$ cat src/rtl/fp_round_if.sv
// ---------------------------------------------------------------------------
// fp_round_if
//   Bundles the operand-in and result-out handshakes of the rounding
//   sequencer.
//
//   Handshake semantics (both channels): a transfer happens on a rising
//   clock edge where valid and ready are both high. The producer holds
//   valid and its payload stable until that edge. ready may be
//   asserted independently of valid.
//
//   Operand channel  : in_valid, in_ready, in_sign, in_exp, in_sig, rnd_mode
//   Result channel   : out_valid, out_ready, out_sign, out_exp, out_sig,
//                      out_ovf, out_inexact
//   Modports         : master = operand producer / result consumer
//                      slave  = the sequencer
// ---------------------------------------------------------------------------
interface fp_round_if #(
   parameter int EW = 11,
   parameter int SW = 53
);
   localparam int W = SW + 2;

   logic          in_valid;
   logic          in_ready;
   logic          in_sign;
   logic [EW-1:0] in_exp;
   logic [W-1:0]  in_sig;
   logic [1:0]    rnd_mode;

   logic          out_valid;
   logic          out_ready;
   logic          out_sign;
   logic [EW-1:0] out_exp;
   logic [SW-1:0] out_sig;
   logic          out_ovf;
   logic          out_inexact;

   modport master (
      output in_valid, in_sign, in_exp, in_sig, rnd_mode, out_ready,
      input  in_ready, out_valid, out_sign, out_exp, out_sig, out_ovf,
             out_inexact
   );

   modport slave (
      input  in_valid, in_sign, in_exp, in_sig, rnd_mode, out_ready,
      output in_ready, out_valid, out_sign, out_exp, out_sig, out_ovf,
             out_inexact
   );
endinterface

$ cat src/rtl/fp_round_seq.sv
// ---------------------------------------------------------------------------
// fp_round_seq
//   Multi-cycle rounding sequencer for the FPU result path. Takes one
//   unrounded result (sign, biased exponent, significand with guard and
//   sticky), normalizes it one left shift per cycle, rounds it in the
//   selected IEEE mode, fixes up a rounding carry-out and presents the
//   packed result with overflow/inexact flags.
//
//   Ports:
//     clk        rising-edge clock
//     rst_n      asynchronous active-low reset
//     flush      synchronous abort, drops the operation in flight
//     bus        fp_round_if.slave (operand and result handshakes)
//     dbg_state  current FSM state (encoding of state_t)
// ---------------------------------------------------------------------------
module fp_round_seq #(
   parameter int EW = 11,
   parameter int SW = 53
) (
   input  logic       clk,
   input  logic       rst_n,
   input  logic       flush,
   fp_round_if.slave  bus,
   output logic [2:0] dbg_state
);
   localparam int W = SW + 2;

   localparam logic [1:0] RM_RNE = 2'b00;
   localparam logic [1:0] RM_RTZ = 2'b01;
   localparam logic [1:0] RM_RUP = 2'b10;
   localparam logic [1:0] RM_RDN = 2'b11;

   localparam logic [EW-1:0] EXP_INF    = '1;
   localparam logic [EW-1:0] EXP_MAXFIN = {{(EW-1){1'b1}}, 1'b0};
   localparam logic [EW-1:0] EXP_ONE    = EW'(1);
   localparam logic [SW-1:0] SIG_ONES   = '1;

   typedef enum logic [2:0] {
      S_IDLE  = 3'd0,
      S_NORM  = 3'd1,
      S_ROUND = 3'd2,
      S_POST  = 3'd3,
      S_DONE  = 3'd4
   } state_t;

   state_t state_r, state_n;

   // Working registers
   logic          sign_r;
   logic [EW-1:0] exp_r;
   logic [W-1:0]  sig_r;
   logic [1:0]    mode_r;
   logic [SW:0]   f2_r;
   logic          inexact_r;

   // Output registers; they only change when a result is produced
   logic          out_sign_r;
   logic [EW-1:0] out_exp_r;
   logic [SW-1:0] out_sig_r;
   logic          out_ovf_r;
   logic          out_inexact_r;

   // Decodes
   logic in_special;
   logic accept;
   logic norm_stop;

   assign in_special = (bus.in_exp == EXP_INF);
   assign accept     = bus.in_valid && (state_r == S_IDLE);
   // Normalization stops at a leading one or when the exponent can go no
   // lower without leaving the subnormal range.
   assign norm_stop  = sig_r[W-1] || (exp_r <= EXP_ONE);

   // Rounding increment
   logic rnd_lsb, rnd_g, rnd_s, rnd_inc;

   assign rnd_lsb = sig_r[2];
   assign rnd_g   = sig_r[1];
   assign rnd_s   = sig_r[0];

   always_comb begin
      rnd_inc = 1'b0;
      unique case (mode_r)
         RM_RNE: rnd_inc = rnd_g & (rnd_s | rnd_lsb);
         RM_RTZ: rnd_inc = 1'b0;
         RM_RUP: rnd_inc = ~sign_r & (rnd_g | rnd_s);
         RM_RDN: rnd_inc =  sign_r & (rnd_g | rnd_s);
         default: rnd_inc = 1'b0;
      endcase
   end

   // Post-normalization and overflow saturation
   logic          sig_ovf;
   logic [SW-1:0] f3;
   logic [EW-1:0] post_exp;
   logic          post_ovf;
   logic          ovf_to_inf;
   logic [EW-1:0] res_exp;
   logic [SW-1:0] res_sig;
   logic          res_inexact;

   always_comb begin
      sig_ovf     = f2_r[SW];
      f3          = sig_ovf ? f2_r[SW:1] : f2_r[SW-1:0];
      // exp_r is at most all-ones minus one here, so the +1 cannot wrap.
      post_exp    = exp_r + {{(EW-1){1'b0}}, sig_ovf};
      if (!f3[SW-1]) begin
         post_exp = '0;
      end
      post_ovf    = (post_exp == EXP_INF);

      ovf_to_inf = 1'b1;
      unique case (mode_r)
         RM_RNE: ovf_to_inf = 1'b1;
         RM_RTZ: ovf_to_inf = 1'b0;
         RM_RUP: ovf_to_inf = ~sign_r;
         RM_RDN: ovf_to_inf = sign_r;
         default: ovf_to_inf = 1'b1;
      endcase

      res_exp     = post_exp;
      res_sig     = f3;
      res_inexact = inexact_r;
      if (post_ovf) begin
         res_inexact = 1'b1;
         if (ovf_to_inf) begin
            res_exp = EXP_INF;
            res_sig = '0;
         end else begin
            res_exp = EXP_MAXFIN;
            res_sig = SIG_ONES;
         end
      end
   end

   // FSM: state register
   always_ff @(posedge clk or negedge rst_n) begin
      if (!rst_n) begin
         state_r <= S_IDLE;
      end else begin
         state_r <= state_n;
      end
   end

   // FSM: next state; flush overrides every transition
   always_comb begin
      state_n = state_r;
      unique case (state_r)
         S_IDLE: begin
            if (bus.in_valid) begin
               state_n = in_special ? S_DONE : S_NORM;
            end
         end
         S_NORM: begin
            if ((sig_r == '0) || norm_stop) begin
               state_n = S_ROUND;
            end
         end
         S_ROUND: state_n = S_POST;
         S_POST:  state_n = S_DONE;
         S_DONE: begin
            if (bus.out_ready) begin
               state_n = S_IDLE;
            end
         end
         default: state_n = S_IDLE;
      endcase
      if (flush) begin
         state_n = S_IDLE;
      end
   end

   // Datapath
   always_ff @(posedge clk or negedge rst_n) begin
      if (!rst_n) begin
         sign_r        <= 1'b0;
         exp_r         <= '0;
         sig_r         <= '0;
         mode_r        <= RM_RNE;
         f2_r          <= '0;
         inexact_r     <= 1'b0;
         out_sign_r    <= 1'b0;
         out_exp_r     <= '0;
         out_sig_r     <= '0;
         out_ovf_r     <= 1'b0;
         out_inexact_r <= 1'b0;
      end else if (!flush) begin
         unique case (state_r)
            S_IDLE: begin
               if (accept) begin
                  sign_r <= bus.in_sign;
                  exp_r  <= bus.in_exp;
                  sig_r  <= bus.in_sig;
                  mode_r <= bus.rnd_mode;
                  // Inf/NaN pass straight through, unrounded and unflagged.
                  if (in_special) begin
                     out_sign_r    <= bus.in_sign;
                     out_exp_r     <= bus.in_exp;
                     out_sig_r     <= bus.in_sig[W-1:2];
                     out_ovf_r     <= 1'b0;
                     out_inexact_r <= 1'b0;
                  end
               end
            end
            S_NORM: begin
               if (sig_r == '0) begin
                  exp_r <= '0;
               end else if (!norm_stop) begin
                  sig_r <= {sig_r[W-2:0], 1'b0};
                  exp_r <= exp_r - EXP_ONE;
               end
            end
            S_ROUND: begin
               f2_r      <= {1'b0, sig_r[W-1:2]} + {{SW{1'b0}}, rnd_inc};
               inexact_r <= rnd_g | rnd_s;
            end
            S_POST: begin
               out_sign_r    <= sign_r;
               out_exp_r     <= res_exp;
               out_sig_r     <= res_sig;
               out_ovf_r     <= post_ovf;
               out_inexact_r <= res_inexact;
            end
            default: ;
         endcase
      end
   end

   assign bus.in_ready    = (state_r == S_IDLE);
   assign bus.out_valid   = (state_r == S_DONE);
   assign bus.out_sign    = out_sign_r;
   assign bus.out_exp     = out_exp_r;
   assign bus.out_sig     = out_sig_r;
   assign bus.out_ovf     = out_ovf_r;
   assign bus.out_inexact = out_inexact_r;
   assign dbg_state       = state_r;

endmodule

$ cat src/flat_wrapper.sv
// flat-port wrapper written by rule: the top's interface ports become plain ports
module fp_round_seq_flat 
#(
   parameter int EW = 11,
   parameter int SW = 53
)
  (clk, rst_n, flush, dbg_state, bus_in_valid, bus_in_sign, bus_in_exp, bus_in_sig, bus_rnd_mode, bus_out_ready, bus_in_ready, bus_out_valid, bus_out_sign, bus_out_exp, bus_out_sig, bus_out_ovf, bus_out_inexact);
  fp_round_if #(.EW(EW), .SW(SW)) bus_i ();
  input  logic clk;
  input  logic rst_n;
  input  logic flush;
  output logic [2:0] dbg_state;
  input wire logic [$bits(bus_i.in_valid)-1:0] bus_in_valid;
  input wire logic [$bits(bus_i.in_sign)-1:0] bus_in_sign;
  input wire logic [$bits(bus_i.in_exp)-1:0] bus_in_exp;
  input wire logic [$bits(bus_i.in_sig)-1:0] bus_in_sig;
  input wire logic [$bits(bus_i.rnd_mode)-1:0] bus_rnd_mode;
  input wire logic [$bits(bus_i.out_ready)-1:0] bus_out_ready;
  output wire logic [$bits(bus_i.in_ready)-1:0] bus_in_ready;
  output wire logic [$bits(bus_i.out_valid)-1:0] bus_out_valid;
  output wire logic [$bits(bus_i.out_sign)-1:0] bus_out_sign;
  output wire logic [$bits(bus_i.out_exp)-1:0] bus_out_exp;
  output wire logic [$bits(bus_i.out_sig)-1:0] bus_out_sig;
  output wire logic [$bits(bus_i.out_ovf)-1:0] bus_out_ovf;
  output wire logic [$bits(bus_i.out_inexact)-1:0] bus_out_inexact;
  assign bus_i.in_valid = bus_in_valid;
  assign bus_i.in_sign = bus_in_sign;
  assign bus_i.in_exp = bus_in_exp;
  assign bus_i.in_sig = bus_in_sig;
  assign bus_i.rnd_mode = bus_rnd_mode;
  assign bus_i.out_ready = bus_out_ready;
  assign bus_in_ready = bus_i.in_ready;
  assign bus_out_valid = bus_i.out_valid;
  assign bus_out_sign = bus_i.out_sign;
  assign bus_out_exp = bus_i.out_exp;
  assign bus_out_sig = bus_i.out_sig;
  assign bus_out_ovf = bus_i.out_ovf;
  assign bus_out_inexact = bus_i.out_inexact;
  fp_round_seq #(.EW(EW), .SW(SW)) u_core (.clk(clk), .rst_n(rst_n), .flush(flush), .bus(bus_i), .dbg_state(dbg_state));
endmodule
$ cat config.mk
export PLATFORM = sky130hd
export DESIGN_NAME = fp_round_seq_flat
export DESIGN_NICKNAME = d
export VERILOG_FILES = /design/src/rtl/fp_round_if.sv /design/src/rtl/fp_round_seq.sv /design/src/flat_wrapper.sv
export SDC_FILE = /design/constraint.sdc
export NUM_CORES = 1
export LEC_CHECK = 0
export CORE_MARGIN = 2
export CORE_UTILIZATION = 56
export DETAILED_ROUTE_END_ITERATION = 16
export MAX_ROUTING_LAYER = met4
export PLACE_DENSITY = 0.81
export SLEW_MARGIN = 20
export SYNTH_ARGS = -nofsm -noshare
export SYNTH_HDL_FRONTEND = slang
export SYNTH_SLANG_ARGS = --single-unit
$ cat constraint.sdc
create_clock -name clk -period 3.1 [get_ports clk]
set_input_delay 0.62 -clock clk [delete_from_list [all_inputs] [get_ports clk]]
set_output_delay 0.62 -clock clk [all_outputs]
set_load 0.02 [all_outputs]
==> reports/metrics.yaml, run 1 <==
outcome:
  outcome: "finished, final reports clean"
global_routing:
  grt_overflow: 0
  grt_use_total: 0.289
  grt_max_degree: 111
  antenna_found_initial: 1
  first_global_vias: 9037
  grt_pass1_wl_um: 45900
logic_synthesis:
  syn_area_um2: 10800
  syn-num-nets: 1289
  ys_seq_area_frac: 0.448
  async_flop_share: 1.00
  synth-edff-count: 0
  synth_cell_types: 58
  yosys_warnings: 0
  postSynthCellCount: 1208
  synth_ff_type: "dfrtp_1"
  syn_avg_cell_area_um2: 8.97
  ys_ff_latch: 194
floorplan:
  rows: 50
  die_y_um: 143
  die_x_um: 143
  dieArea_um2: 20500
  initial_core_util: 0.575
  num_io_pins: 146
  coreArea_um2: 18800
power_and_ir_drop:
  power_frac_clock: 0.184
  peakVddDrop_v: 0.000500
  p_sw_w: 0.00476
  comb_power_share: 0.394
  finalPower_w: 0.0119
  p_leak_nw: 5.43
  powerDensity_nw_per_um2: 904
  intPower_w: 0.00718
  p_seq_frac: 0.421
  p_sw_frac: 0.398
job:
  cap_viol_max_count: 0
clock_tree:
  cts_root_buf: "clkbuf_16"
  clk_pin_slew_ns: 0.07
  cts_tree: "yes"
  cts_buffers: 17
  clkSinkCount: 194
  cts_buffer_depth: 2
  clk_latency_ns: 0.44
  cts_max_level: 4
setup_path:
  worstSetupEndpointType: "flip-flop"
  timing.rr.start: "u_core.sig_r[2]$_DFFE_PN0P_"
  worst-r2r-setup-slack_ns: 0.21
  worstSetupStartpointType: "flip-flop"
  cp.arrival_ns: 3.25
  worstReg2RegEnd: "u_core.f2_r[44]$_DFFE_PN0P_"
  critPathKind: "flip-flop to flip-flop"
  reg2reg_depth: 11
  crit_required_ns: 3.45
  cp_max_fo: 6
layout:
  utilization: 0.701
  final_layout_size_suffix_gt1_frac: 0.112
  nets: 1389
  nFillCells: 1459
  multiInputGateArea_um2: 5600
  area_delta_synth_final_pct: 21.9
  mostFrequentLayoutCell: "nor2_1"
  final_cell_mix: "200 x nor2_1, 193 x dfrtp_1, 144 x clkdlybuf4s50_1"
  seq_area_um2: 4860
sta:
  timing.fmax_mhz: 346
  maxSlewHeadroom: 0.529
  period_share: 0.933
  rsz0062_at_grt: "false"
  skew_ns: 0.00879
  setup_viol_count_final: 0
  slew_viol_final: 0
  timing.final.crit_period_ns: 2.89
  hold_viol: 0
  setup-tns-final_ns: 0
  worst_slew_pin_slew_ns: 0.704
route:
  wl_um: 28000
  viasPerCell: 5.91
  drt-pass1-iter-count: 6
  drt_iter0_markers: 829
  vias: 9344
  routedWlPerCell_um: 17.7
  remaining_drc_errors: 0
  detail-route-antenna-nets: 0
place:
  dp_hpwl_um: 19100
  io_buffer_count: 145
  place_congestion: 0.873
min_path:
  hold_class: "input pin to asynchronous set/reset pin"
-- how the worst max path moves through the flow --
stage / start / end / slack [ns] / cells past startpoint
floorplan: u_core.mode_r[0]$_DFFE_PN0P_ / u_core.f2_r[44]$_DFFE_PN0P_ / 0.46 / 13
global placement: u_core.sig_r[2]$_DFFE_PN0P_ / u_core.f2_r[44]$_DFFE_PN0P_ / 0.15 / 11
detailed placement: u_core.sig_r[2]$_DFFE_PN0P_ / u_core.f2_r[44]$_DFFE_PN0P_ / 0.06 / 11
CTS: u_core.sig_r[2]$_DFFE_PN0P_ / u_core.f2_r[44]$_DFFE_PN0P_ / 0.04 / 11
global route: u_core.sig_r[2]$_DFFE_PN0P_ / u_core.f2_r[44]$_DFFE_PN0P_ / 0.01 / 11
finish: u_core.sig_r[2]$_DFFE_PN0P_ / u_core.f2_r[44]$_DFFE_PN0P_ / 0.21 / 11
-- power groups by stage --
stage                     Sequential (W)  Clock [W]  Combinational, W
after floorplan                  0.00497          0           0.00287
after CTS                        0.00500    0.00222           0.00471
after detailed placement         0.00503          0           0.00467
final                            0.00503    0.00220           0.00471
after global routing             0.00519    0.00233           0.00518
after global placement           0.00499          0           0.00454
-- synthesized netlist by cell type, types with 2 or more instances --
cell | count | area [µm²]
ha_1 | 7 | 87.6
nor3b_1 | 4 | 30.0
clkbuf_2 | 2 | 10.0
and4_1 | 6 | 52.6
and2_1 | 5 | 31.3
o22a_1 | 2 | 17.5
nand2_1 | 109 | 409
o311ai_0 | 2 | 17.5
a21oi_1 | 120 | 601
o21ai_1 | 52 | 260
buf_4 | 7 | 52.6
mux2i_1 | 56 | 561
a22oi_1 | 53 | 398
nor4_1 | 18 | 113
o211ai_1 | 3 | 22.5
nor4_4 | 2 | 42.5
a21oi_2 | 3 | 26.3
nand3_1 | 25 | 125
and3_1 | 9 | 56.3
a31oi_1 | 10 | 62.6
inv_1 | 12 | 45.0
o21a_1 | 3 | 22.5
a32o_1 | 2 | 20.0
xor2_1 | 36 | 315
nand2b_1 | 7 | 43.8
o21ai_0 | 22 | 110
o22ai_1 | 3 | 18.8
clkbuf_1 | 65 | 244
buf_2 | 21 | 105
dfrtp_1 | 194 | 4850
a211oi_1 | 3 | 22.5
nor3_1 | 17 | 85.1
xnor2_1 | 25 | 219
or3_1 | 3 | 18.8
nor2_1 | 201 | 754
nand4_1 | 16 | 100
nand4_2 | 3 | 37.5
nor2b_1 | 3 | 18.8
mux2_2 | 57 | 642
nor3_2 | 2 | 20.0
-- registers in the layout, indices dropped and copies added (netlist names), 2 cells and up --
register / cells
u_core.sig_r: 55
u_core.exp_r: 11
u_core.bus.out_sig: 53
u_core.bus.out_exp: 11
u_core.mode_r: 2
u_core.f2_r: 54
u_core.dbg_state: 3
-- stage by stage --
stage | std cells | hold WS, ns | setup slack [ns] | area (µm²)
after floorplan | 1208 | 0.324 | 0.464 | 10800
after global placement | 1547 | 0.461 | 0.150 | 12600
after detailed placement | 1547 | 0.473 | 0.0565 | 12600
after CTS | 1579 | 0.187 | 0.0363 | 13200
after global routing | 1582 | 0.210 | 0.0127 | 13200
final | 1582 | 0.171 | 0.207 | 13200
-- area by class of cell --
type                    instances  area share
well taps                     260      0.0246
inverters                      12     0.00341
clock buffers                  24      0.0388
multi-input cells             906       0.424
diodes                          1    0.000190
repair buffers                177       0.135
clock inverters                 8     0.00569
flip-flops and latches        194       0.368
-- worst max-delay path: stages, from the launching register on --
cell and delay, ns:
dfrtp_1 0.44, o21ai_0 0.14, a211oi_2 0.25, ha_1 0.21
ha_1 0.21, and4_1 0.31, nand3_2 0.15, or3_4 0.47
nor3_2 0.18, nand4_1 0.13, xor2_1 0.17, a21oi_1 0.17
-- kinds of logic (layout without fill, tap and decap cells) --
logic type,after synthesis,in the layout,share of synthesized area
muxes,113,113,0.111
xor gates and xnor gates,61,61,0.0493
and+or+nand+nor,438,438,0.186
AOI/OAI and AO/OA,287,287,0.155
adders and majority gates,7,7,0.00809
DFF,194,194,0.448
other,0,1,0
buffers and inverters,108,221,0.0425
-- metal layers --
metal / up-vias / track usage / share of wire
li1: 4440 / - / -
met1: 4533 / 0.385 / 0.44
met2: 330 / 0.467 / 0.49
met3: 41 / 0.0406 / 0.055
met4: 0 / 0.0797 / 0.013
met5: - / - / 0
-- timing repair --
| item | in CTS | in global routing |
|---|---|---|
| buffers inserted | 0 | 2 |
| setup endpoints to repair | 0 | 52 |
| resized for setup | 0 | 5 |
| hold buffers | 0 | 0 |
(Power assumes the default switching activity.)
==> run 2, diff against run 1 <==
==> constraint.sdc (replaced) <==
create_clock -name clk -period 3.1 [get_ports clk]
set_input_delay 0.31 -clock clk [delete_from_list [all_inputs] [get_ports clk]]
set_output_delay 0.31 -clock clk [all_outputs]
set_load 0.02 [all_outputs]
==> reports/metrics.yaml, run 2 (synthesis gave the netlist of run 1 again) <==
setup_path:
  crit_family: "simple AND/OR/NAND/NOR gates"
  worstSetupStartpointType: "flip-flop"
  crit_cells: 11  # unchanged
  crit_end: "u_core.f2_r[43]$_DFFE_PN0P_"
  crit_required_ns: 3.47  # +0.02 ns
  max_stage_delay_ns: 0.52  # +0.05 ns
  worst_path_max_delay_cell: "or3_1"
  timing.rr.start: "u_core.mode_r[0]$_DFFE_PN0P_"
  cp_max_fo: 7  # +1
  critPathKind: "flip-flop to flip-flop"
  worstReg2RegEnd: "u_core.f2_r[43]$_DFFE_PN0P_"
  cp_cell_sequence: "inv_1 -> a21oi_1 -> a211oi_1 -> ha_1 -> and3_1 -> nand4_1 -> or3_1 -> nor3_2 -> nand3_1 -> xor2_1 -> a21oi_1"
  path_common_cell: "a21oi_1"
  cp.arrival_ns: 3.21  # -0.04 ns
  worstSetupEndpointType: "flip-flop"
  path_buf_inv: 1  # +1
  crit_start: "u_core.mode_r[0]$_DFFE_PN0P_"
  reg2reg_depth: 11  # unchanged
  worst-r2r-setup-slack_ns: 0.26  # +0.05 ns
place:
  dp_hpwl_um: 19100  # +0.23%
  dpl-instance-area_um2: 12500  # -0.40%
  io_buffer_count: 145  # unchanged
  place_congestion: 0.871  # -0.22%
  dpl_worst_slack_ns: 0.186  # +0.129 ns
power_and_ir_drop:
  comb_power_share: 0.393  # about the same
  powerDensity_nw_per_um2: 910  # +0.59%
  p_sw_w: 0.00479  # +0.66%
  p_sw_frac: 0.400  # +0.00207
  power_frac_clock: 0.187  # +0.003
  peakVddDrop_v: 0.000431  # -14%
  p_seq_frac: 0.421  # about the same
  intPower_w: 0.00717  # -0.20%
  p_leak_nw: 5.38  # -0.89%
sta:
  timing.final.crit_period_ns: 2.84  # -0.0500 ns
  hold_ws_ns: 0.450  # +0.279 ns
  skew_ns: 0.00805  # -0.000737 ns
  period_share: 0.917  # -0.0161
  slew_viol_final: 0  # unchanged
  rsz0062_at_grt: "false"
  worst_slew_pin_slew_ns: 1.09  # +0.384 ns
  worst_slack_ns: 0.257  # +0.0500 ns
  setup-tns-final_ns: 0  # unchanged
  maxSlewHeadroom: 0.275  # -0.254
  setup_viol_count_final: 0  # unchanged
  timing.fmax_mhz: 352  # +1.8%
  hold_viol: 0  # unchanged
route:
  routedWlPerCell_um: 17.6  # -0.27%
  remaining_drc_errors: 0  # unchanged
  drt_iter0_markers: 835  # +0.72%
  viasPerCell: 5.94  # +0.65%
  vias: 9369  # +0.27%
  drt-pass1-iter-count: 6  # unchanged
  wl_um: 27800  # -0.65%
  detail-route-antenna-nets: 0  # unchanged
floorplan:
  coreArea_um2: 18800  # unchanged
  die_x_um: 143  # unchanged
  num_io_pins: 146  # unchanged
  die_y_um: 143  # unchanged
  initial_core_util: 0.575  # unchanged
  rows: 50  # unchanged
  dieArea_um2: 20500  # unchanged
clock_tree:
  clk_pin_slew_ns: 0.07  # about the same
  cts_buffers: 17  # unchanged
  cts_root_buf: "clkbuf_16"
  cts_buffer_depth: 2  # unchanged
  cts_max_level: 4  # unchanged
  cts_tree: "yes"
  clkSinkCount: 194  # unchanged
  clk_latency_ns: 0.45  # about the same
layout:
  final_cell_mix: "200 x nor2_1, 193 x dfrtp_1, 144 x clkdlybuf4s50_1"
  post-route-cell-area_um2: 13100  # -0.45%
  final_layout_size_suffix_gt1_frac: 0.106  # -0.00565
  largest_reg_flops: 55  # unchanged
  utilization: 0.698  # -0.00312
  mostFrequentLayoutCell: "nor2_1"
  nets: 1384  # -0.36%
  max_flop_register: "u_core.sig_r"
  area_delta_synth_final_pct: 21.3
  diodes: 0  # -1
global_routing:
  grt-busiest-layer: "met2"
  grt_max_degree: 84  # -24%
  met2_usage: 0.464  # -0.00327
  grt_pass1_wl_um: 45600  # -0.59%
  use_met1: 0.379  # -0.00606
  grt.met3_usage: 0.0416  # +0.00101
  antenna_found_initial: 0  # -1
  first_global_vias: 8964  # -0.81%
  grt_overflow: 0  # unchanged
  grt_use_total: 0.287  # -0.00262
min_path:
  hold_class: "input pin to flip-flop"
  hold_path_depth: 3
outcome:
  outcome: "finished, final reports clean"
job:
  cap_viol_max_count: 0  # unchanged
## run 2: layout make-up
class	count	area (µm²)
multi-input combinational	906	5590
timing repair buffer	172	1740
fill	1452	5690
clock inverter	11	129
inverter	12	45.0
sequential	194	4860
clock buffer	21	460
tap	260	325
## run 2: metal layers
layer | share of wire | vias to the layer above
met2 | 0.49 | 345
met1 | 0.44 | 4546
met4 | 0.018 | 0
met3 | 0.059 | 43
met5 | 0 | -
li1 | - | 4435
## run 2: worst min path at each step
stage,from,to,slack [ns]
2_1_floorplan,rst_n,u_core.bus.out_exp[0]$_DFFE_PN0P_,0.01
3_3_place_gp,rst_n,u_core.exp_r[7]$_DFFE_PN0P_,0.40
3_5_place_dp,rst_n,u_core.exp_r[7]$_DFFE_PN0P_,0.41
4_1_cts,bus_in_exp[5],u_core.exp_r[5]$_DFFE_PN0P_,0.44
5_1_grt,bus_in_exp[3],u_core.exp_r[3]$_DFFE_PN0P_,0.48
6_report,bus_in_exp[3],u_core.exp_r[3]$_DFFE_PN0P_,0.45
## run 2: tightest hold or removal path, delay by kind of cell
kind | cells | cell delay [ns]
buffers and inverters | 1 | 0.43
AO/OA/AOI/OAI | 1 | 0.05
AND/OR/NAND/NOR | 1 | 0.07
## run 2: metrics by stage
step | std cells | power [W]
global placement | 1542 | 0.00950
CTS | 1575 | 0.0120
finish | 1576 | 0.0120
floorplan | 1208 | 0.00784
global route | 1576 | 0.0127
detailed placement | 1542 | 0.00966
## run 2: timing repair
| action | 4_1_cts | 5_1_grt |
|---|---|---|
| setup buffers | 0 | 1 |
| hold buffers | 1 | 0 |
| gates resized for setup | 0 | 3 |
| endpoints found under the setup margin | 0 | 25 |
| hold endpoints to repair | 79 | 0 |
## run 2: power by group through the flow
stage / registers (W) / clock network (W) / logic (W)
3_5_place_dp: 0.00502 / 0 / 0.00464
2_1_floorplan: 0.00497 / 0 / 0.00287
5_1_grt: 0.00518 / 0.00235 / 0.00517
3_3_place_gp: 0.00499 / 0 / 0.00451
6_report: 0.00503 / 0.00223 / 0.00469
4_1_cts: 0.00499 / 0.00225 / 0.00471
==> run 3, diff against run 2 <==
--- a/config.mk
+++ b/config.mk
@@ -5,11 +5,12 @@
 export SDC_FILE = /design/constraint.sdc
 export NUM_CORES = 1
 export LEC_CHECK = 0
+export ABC_AREA = 1
 export CORE_MARGIN = 2
-export CORE_UTILIZATION = 56
+export CORE_UTILIZATION = 55
 export DETAILED_ROUTE_END_ITERATION = 16
 export MAX_ROUTING_LAYER = met4
-export PLACE_DENSITY = 0.81
+export PLACE_DENSITY = 0.79
 export SLEW_MARGIN = 20
 export SYNTH_ARGS = -nofsm -noshare
 export SYNTH_HDL_FRONTEND = slang
==> reports/metrics.yaml, run 3 <==
setup_path:
  cp.arrival_ns: 3.12  # -0.09 ns
  reg2reg_depth: 12  # +1
  worst-r2r-setup-slack_ns: 0.30  # +0.04 ns
  worstSetupEndpointType: "flip-flop"
  crit_required_ns: 3.43  # -0.04 ns
  worstSetupStartpointType: "flip-flop"
  cp_max_fo: 5  # -2
  worstReg2RegEnd: "u_core.f2_r[45]$_DFFE_PN0P_"
  critPathKind: "flip-flop to flip-flop"
  timing.rr.start: "u_core.mode_r[1]$_DFFE_PN0P_"
logic_synthesis:
  ys_seq_area_frac: 0.405  # -0.0429
  postSynthCellCount: 1767  # +46%
  synth.area.top_cells: "dfrtp_1 41%, nand2_1 20%, o21ai_0 8.1%"
  synth-edff-count: 0  # unchanged
  yosysTopAreaCellShare: 0.405  # -0.0429
  ys_ff_latch: 194  # unchanged
  synth_ff_type: "dfrtp_1"
  yosys-top-cells-count: "633 x nand2_1, 197 x nor2_1, 194 x dfrtp_1"
  syn_area_um2: 12000  # +11%
  synth_top_cell_by_area: "dfrtp_1"
  synth_most_common_cell: "nand2_1"
  yosys_warnings: 0  # unchanged
  synth_cell_types: 40  # -31%
  syn-num-nets: 1848  # +43%
  syn_avg_cell_area_um2: 6.78  # -24%
  async_flop_share: 1.00  # unchanged
place:
  place_congestion: 0.984  # +13%
  dpl_worst_slack_ns: 0.400  # +0.214 ns
  io_buffer_count: 145  # unchanged
  dp_hpwl_um: 25900  # +35%
clock_tree:
  cts_tree: "yes"
  cts_root_buf: "clkbuf_16"
  clk_pin_slew_ns: 0.08  # about the same
  clkSinkCount: 194  # unchanged
  cts_hold_buf: 1  # unchanged
  clk_latency_ns: 0.44  # about the same
  cts_buffers: 17  # unchanged
  cts_setup_buffers: 0  # unchanged
  cts_resized: 0  # unchanged
  cts_max_level: 4  # unchanged
  cts_buffer_depth: 2  # unchanged
power_and_ir_drop:
  powerDensity_nw_per_um2: 927  # +1.9%
  finalPower_w: 0.0132  # +10%
  peakVddDrop_v: 0.000502  # +16%
  p_leak_nw: 6.46  # +20%
global_routing:
  first_global_vias: 11000  # +23%
  grt_pass1_wl_um: 57000  # +25%
  grt_max_degree: 111  # +32%
  grt_use_total: 0.325  # +0.0381
  grt_overflow: 0  # unchanged
  antenna_found_initial: 0  # unchanged
sta:
  setup_viol_count_final: 0  # unchanged
  rsz0062_at_grt: "false"
  period_share: 0.903  # -0.0138
  worst_slew_pin_slew_ns: 0.879  # -0.208 ns
  hold_viol: 0  # unchanged
  setup-tns-final_ns: 0  # unchanged
  slew_viol_final: 0  # unchanged
  timing.fmax_mhz: 357  # +1.5%
  timing.final.crit_period_ns: 2.80  # -0.0429 ns
  worst_slack_ns: 0.300  # +0.0429 ns
  maxSlewHeadroom: 0.414  # +0.139
  skew_ns: 0.0129  # +0.00485 ns
layout:
  nets: 1948  # +41%
  max_flop_register: "u_core.sig_r"
  mostFrequentLayoutCell: "nand2_1"
  final_cell_mix: "632 x nand2_1, 196 x nor2_1, 193 x o21ai_0, 193 x dfrtp_1, 144 x clkdlybuf4s50_1"
  diodes: 0  # unchanged
  largest_reg_flops: 55  # unchanged
  area_delta_synth_final_pct: 18.5
  final_layout_size_suffix_gt1_frac: 0.0500  # -0.0564
route:
  detail-route-antenna-nets: 0  # unchanged
  routedWlPerCell_um: 16.4  # -7.1%
  viasPerCell: 5.48  # -7.8%
  vias: 11800  # +26%
  drt_iter0_markers: 953  # +14%
  drt-pass1-iter-count: 6  # unchanged
  wl_um: 35300  # +27%
  remaining_drc_errors: 0  # unchanged
floorplan:
  num_io_pins: 146  # unchanged
  die_x_um: 152  # +5.9%
  initial_core_util: 0.564  # -0.0108
  rows: 53  # +6.0%
  die_y_um: 152  # +5.9%
  dieArea_um2: 23000  # +12%
  coreArea_um2: 21200  # +13%
job:
  cap_viol_max_count: 0  # unchanged
outcome:
  outcome: "finished, final reports clean"
min_path:
  hold_class: "input pin to asynchronous set/reset pin"
run 3: through the flow:
stage | hold WS, ns | instance area [µm²] | util | instances
finish | 0.414 | 14200 | 0.669 | 2155
floorplan | 0.0144 | 12000 | - | 1767
detailed placement | 0.349 | 13600 | 0.640 | 2122
global placement | 0.348 | 13600 | 0.640 | 2122
global route | 0.476 | 14200 | 0.669 | 2155
CTS | 0.437 | 14200 | 0.669 | 2155
run 3: metal layers:
layer	vias up	track usage	share of wire
li1	5833	-	-
met2	402	0.517	0.46
met1	5521	0.443	0.45
met3	52	0.0407	0.064
met4	0	0.0870	0.021
met5	-	-	0
run 3: logic make-up (layout without fill, tap and decap cells):
family / count (synthesis) / after routing / share of synthesized area
xor gates and xnor gates: 51 / 51 / 0.0373
muxes: 2 / 2 / 0.00188
adders and majority gates: 7 / 7 / 0.00731
DFF: 194 / 194 / 0.405
and+or+nand+nor: 1024 / 1024 / 0.350
AOI/OAI and AO/OA: 252 / 252 / 0.114
buffers and inverters: 237 / 350 / 0.0844
run 3: worst max path at each step:
| stage | startpoint | endpoint | slack [ns] | cells past startpoint |
|---|---|---|---|---|
| global placement | u_core.mode_r[1]$_DFFE_PN0P_ | u_core.f2_r[46]$_DFFE_PN0P_ | 0.41 | 11 |
| floorplan | u_core.mode_r[1]$_DFFE_PN0P_ | u_core.f2_r[48]$_DFFE_PN0P_ | 0.67 | 13 |
| global route | u_core.mode_r[1]$_DFFE_PN0P_ | u_core.f2_r[32]$_DFFE_PN0P_ | 0.06 | 13 |
| CTS | u_core.mode_r[1]$_DFFE_PN0P_ | u_core.f2_r[46]$_DFFE_PN0P_ | 0.36 | 11 |
| finish | u_core.mode_r[1]$_DFFE_PN0P_ | u_core.f2_r[45]$_DFFE_PN0P_ | 0.30 | 12 |
| detailed placement | u_core.mode_r[1]$_DFFE_PN0P_ | u_core.f2_r[46]$_DFFE_PN0P_ | 0.40 | 11 |
run 3: power breakdown:
part / switching (W) / total, W / internal [W]
logic: 0.00374 / 0.00607 / 0.00233
clock network: 0.00112 / 0.00228 / 0.00116
registers: 0.00107 / 0.00481 / 0.00374
total: 0.00593 / 0.0132 / 0.00722
run 3: area by class of cell:
type | count | area, µm²
fill | 1877 | 7030
clock inverter | 14 | 171
clock buffer | 18 | 429
tap | 275 | 344
multi-input combinational | 1336 | 6130
sequential | 194 | 4860
timing repair buffer | 170 | 1710
inverter | 148 | 556
run 3: worst max-delay path, stage by stage (launching register included):
cell     delay, ns
dfrtp_1       0.43
o41ai_1       0.39
ha_1          0.29
nand2_1       0.07
nor2_1        0.29
nand2_1       0.12
nor2_1        0.24
inv_1         0.10
nor2_1        0.28
nand4_1       0.18
xor2_1        0.18
nand2_1       0.05
o21ai_0       0.07
